[config.mk]
export PLATFORM = sky130hd
export DESIGN_NAME = clk_toggle_monitor
export DESIGN_NICKNAME = d
export VERILOG_FILES = /design/src/rtl/clk_toggle_monitor.sv
export SDC_FILE = /design/constraint.sdc
export NUM_CORES = 1
export LEC_CHECK = 0
export BUFFER_PORTS_ARGS = -buffer_cell sky130_fd_sc_hd__buf_4
export CORE_ASPECT_RATIO = 0.9
export CORE_MARGIN = 2
export CORE_UTILIZATION = 55
export CTS_CLUSTER_SIZE = 10
export DETAILED_ROUTE_END_ITERATION = 12
export PLACE_DENSITY = 0.73
export SLEW_MARGIN = 25
export SYNTH_ARGS = -nofsm -noshare
export SYNTH_HDL_FRONTEND = slang
export SYNTH_SLANG_ARGS = --single-unit
[constraint.sdc]
create_clock -name clk -period 3.3 [get_ports clk]
set_input_delay 0.99 -clock clk [delete_from_list [all_inputs] [get_ports clk]]
set_output_delay 0.99 -clock clk [all_outputs]
set_load 0.1 [all_outputs]
[src/rtl/clk_toggle_monitor.sv]
// clk_toggle_monitor: counts rising edges of an asynchronous toggle signal
// over a fixed window of clk cycles and grades the count against a range.
module clk_toggle_monitor #(
  parameter int SYNC_STAGES = 2,
  parameter int WINDOW      = 1024,
  parameter int CNT_W       = 16,
  parameter int EXP_MIN     = 500,
  parameter int EXP_MAX     = 524
) (
  input  logic             clk,
  input  logic             rst,
  input  logic             enable,
  input  logic             sig_i,
  output logic [CNT_W-1:0] meas_o,
  output logic             meas_valid_o,
  output logic             pass_o,
  output logic             fail_o,
  output logic             busy_o
);

  // ARM spans SYNC_STAGES+1 cycles (count 0..SYNC_STAGES); MEASURE spans WINDOW cycles.
  localparam int ARM_W = $clog2(SYNC_STAGES + 1);
  localparam int WIN_W = $clog2(WINDOW);
  localparam logic [ARM_W-1:0] ARM_LAST = ARM_W'(SYNC_STAGES);
  localparam logic [WIN_W-1:0] WIN_LAST = WIN_W'(WINDOW - 1);

  typedef enum logic [1:0] {IDLE, ARM, MEASURE, REPORT} state_t;

  state_t                 state, state_nxt;
  logic [SYNC_STAGES-1:0] sync_q;
  logic                   s_d;
  logic                   rise;
  logic [ARM_W-1:0]       arm_cnt;
  logic [WIN_W-1:0]       win_cnt;
  logic [CNT_W-1:0]       edge_cnt, edge_cnt_nxt;
  logic [31:0]            cnt_ext;
  logic                   in_range;
  logic                   win_done;

  // Synchronizer chain plus one edge-detect flop behind it.
  always_ff @(posedge clk or posedge rst) begin
    if (rst) begin
      sync_q <= '0;
      s_d    <= 1'b0;
    end else begin
      sync_q <= {sync_q[SYNC_STAGES-2:0], sig_i};
      s_d    <= sync_q[SYNC_STAGES-1];
    end
  end

  assign rise = sync_q[SYNC_STAGES-1] & ~s_d;

  // Saturating increment; the final window cycle's rise is folded in here too.
  assign edge_cnt_nxt = (rise && !(&edge_cnt)) ? edge_cnt + CNT_W'(1) : edge_cnt;

  // Range compare done wide so an EXP_MAX beyond the counter range still passes saturation.
  assign cnt_ext  = 32'(edge_cnt_nxt);
  assign in_range = (cnt_ext >= 32'(EXP_MIN)) && (cnt_ext <= 32'(EXP_MAX));

  // State register.
  always_ff @(posedge clk or posedge rst) begin
    if (rst) state <= IDLE;
    else     state <= state_nxt;
  end

  // Next state: dropping enable aborts ARM/MEASURE without a report.
  always_comb begin
    state_nxt = state;
    case (state)
      IDLE:    if (enable) state_nxt = ARM;
      ARM:     if (!enable) state_nxt = IDLE;
               else if (arm_cnt == ARM_LAST) state_nxt = MEASURE;
      MEASURE: if (!enable) state_nxt = IDLE;
               else if (win_cnt == WIN_LAST) state_nxt = REPORT;
      REPORT:  state_nxt = enable ? MEASURE : IDLE;
      default: state_nxt = IDLE;
    endcase
  end

  assign win_done = (state == MEASURE) && (state_nxt == REPORT);

  // Phase counters; everything outside MEASURE clears the window so REPORT edges are dropped.
  always_ff @(posedge clk or posedge rst) begin
    if (rst) begin
      arm_cnt  <= '0;
      win_cnt  <= '0;
      edge_cnt <= '0;
    end else begin
      case (state)
        ARM: begin
          arm_cnt  <= arm_cnt + ARM_W'(1);
          win_cnt  <= '0;
          edge_cnt <= '0;
        end
        MEASURE: begin
          win_cnt  <= win_cnt + WIN_W'(1);
          edge_cnt <= edge_cnt_nxt;
        end
        default: begin
          arm_cnt  <= '0;
          win_cnt  <= '0;
          edge_cnt <= '0;
        end
      endcase
    end
  end

  // Result registers: updated only on a completed window, held otherwise.
  always_ff @(posedge clk or posedge rst) begin
    if (rst) begin
      meas_o       <= '0;
      meas_valid_o <= 1'b0;
      pass_o       <= 1'b0;
      fail_o       <= 1'b0;
      busy_o       <= 1'b0;
    end else begin
      meas_valid_o <= win_done;
      busy_o       <= (state_nxt == ARM) || (state_nxt == MEASURE);
      if (win_done) begin
        meas_o <= edge_cnt_nxt;
        pass_o <= in_range;
        fail_o <= ~in_range;
      end
    end
  end

endmodule

==> metrics <==
outcome complete, no violations; max-slew violation count 0; Final Cell Area 2796 um^2; R2R depth 8; Slew @ Worst Pin 1.011 ns; multi-input logic area 1081 um^2; Post-Layout Cell Count 327; Total Routed Length 4571 um; crit path kind reg2reg; drt drc 0; Initial Utilization 56.09%; per-cell routed wire length 13.98 um; I/O Pins 24; ranking of synthesized cells by area dfrtp_1 (54%), nor2_1 (5.0%), nand2_1 (4.1%); worst hold path depth 0; cells after synthesis 239; IO Port Bufs 23; Max-Slew Margin vs Limit 32.59%; cts hold-fix bufs 0; crit-path max FO 7; Peak VDD IR 0.4588 mV; vias in the first global route 1,681; Site Rows 23; Post-synth top cells dfrtp_1 (53), nor2_1 (33), nand2_1 (27); Ant. Diodes 0; WP data required 3.49 ns; root buffer cell clkbuf_8; worst hold margin 0.3543 ns; fillers 368; register area share after synthesis 54.05%; crit path DAT 2.97 ns; most common cell in the netlist dfrtp_1; ys flop type dfrtp_1; unrepaired setup endpoints after global routing no; CP Capture Type flip-flop; first-pass GRT wire length 7817 um; Tcrit/Tclk final 84.32%; final setup margin 0.5175 ns; fin crit period 2.783 ns; CTS resizes 0; power density cells 452.0 nW/um^2; flops & latches, synth 53; Post-synth EDFFs 0; max-cap viol count 0; f_max 0.3594 GHz; drt pass-1 iters 4; DIE WIDTH 74.41 um; Post-DP Area 2695 um^2; Iteration-0 DRC Markers 153; CTS tree done; vias 1,764; worst slack, placed 0.5753 ns; Via density 5.394; Startpoint Class flip-flop; die height 67.37 um; CTS Sinks 53; clock latency on the worst-skew pair 0.30 ns; largest net degree at the start of global routing 32; Final setup viols 0; Mapped Area 2454 um^2; asr flop ratio synth 100.0%; Warnings, synthesis 0; GP Congestion 0.8701; area added between synthesis and finish 13.97%; final count of hold timing violations 0; initial antenna violation count 0; final net count 272; DP Cell Count 319; CTS Buf Count 5; Die ar. 5012 um^2; Reg clk slew, reported paths 0.09 ns; Tightest Hold Check Type reg2reg; synth unique cells 44; Core Box Area 4374 um^2; setup TNS 0 ns; layout cells sized above 1 16.98%; Leak Pwr 1.284 nW; Synth Net Count 247; largest area contributor in the netlist dfrtp_1; global-route usage over all layers 20.82%; clk_skew 0.007449 ns; syn avg cell area 10.27 um^2; Final ANT Viol Nets 0; post-CTS setup buffer count 0; grt ovf 0; htree depth 2; post-synth top area share 54.05%; register area 1326 um^2; CTS Buffer Depth 2; hpwl dp 3341 um
-- registers in the layout, indices dropped and copies added, names as in the netlist --
signal and cells:
s_d 1, pass_o 1, arm_cnt 2, fail_o 1, meas_valid_o 1, busy_o 1
edge_cnt 16, sync_q 2, win_cnt 10, meas_o 16, state 2
-- final timing paths --
check / startpoint / end / slack (ns)
max in group asynchronous: rst / meas_o[0]$_DFFE_PP0P_ / 2.00
min in group asynchronous: rst / meas_o[15]$_DFFE_PP0P_ / 0.70
min: sync_q[0]$_DFF_PP0_ / sync_q[1]$_DFF_PP0_ / 0.35
max: edge_cnt[0]$_DFF_PP0_ / fail_o$_DFFE_PP0P_ / 0.52
min reg2reg: sync_q[0]$_DFF_PP0_ / sync_q[1]$_DFF_PP0_ / 0.35
max reg2reg: edge_cnt[0]$_DFF_PP0_ / fail_o$_DFFE_PP0P_ / 0.52
-- stage by stage --
stage,util [%],power (mW)
5_1_grt,63.93,1.326
3_5_place_dp,61.61,0.8899
6_report,63.93,1.264
2_1_floorplan,-,0.8464
3_3_place_gp,61.61,0.8859
4_1_cts,63.93,1.278
-- final cells by class --
type	instances	area share (%)
Sequential cell	53	47.43
Multi-Input combinational cell	174	38.66
Timing Repair Buffer	26	6.980
Clock buffer	7	3.445
Tap cell	62	2.774
Inverter	4	0.5369
Clock inverter	1	0.1790
-- report_power, final --
group	switching (mW)	internal, mW
clock	0.200	0.190
combinational	0.134	0.0418
sequential	0.0203	0.678
total	0.354	0.910
-- per-layer routing --
metal  vias up  GRT usage [%]  routed length [um]
met5         -              0                   0
met4         0          6.696                  42
met3         5          4.925                 213
met2        33          32.19                2149
met1       844          29.24                2165
li1        882              -                   -
-- placed cells by master, fill, tap and decap left out, types with 3 or more instances in the layout --
cell / netlist / layout
a21oi_1: 4 / 4
ha_1: 4 / 4
nand3_1: 11 / 11
clkbuf_8: 0 / 7
dfrtp_1: 53 / 53
o21ai_1: 3 / 3
inv_1: 4 / 3
nor2_1: 33 / 33
and2_1: 5 / 5
and3_1: 3 / 3
nor4_1: 4 / 4
nand4_4: 3 / 3
xor2_1: 9 / 9
nand2_1: 27 / 27
xnor2_1: 7 / 7
buf_4: 0 / 26
nor3_1: 6 / 6
o21ai_0: 20 / 20
-- logic make-up (layout without fill, tap and decap cells) --
group           after synthesis  count (layout)  share of synthesized area, %
buf+inv                      12              38                         1.887
compound gates               38              38                         10.10
simple gates                114             114                         25.40
xor+xnor                     16              16                         5.712
fa+ha+maj                     4               4                         2.040
mux                           2               2                        0.8159
flops                        53              53                         54.05
-- worst max-delay path, cell delays in order, from the launching register on --
cell,delay [ns]
dfrtp_1,0.44
ha_1,0.19
nand3_1,0.27
nor4_1,0.51
nor3_1,0.12
xnor2_1,0.21
or4b_1,0.59
a211oi_2,0.28
nor2_1,0.07
(Power assumes the default switching activity.)
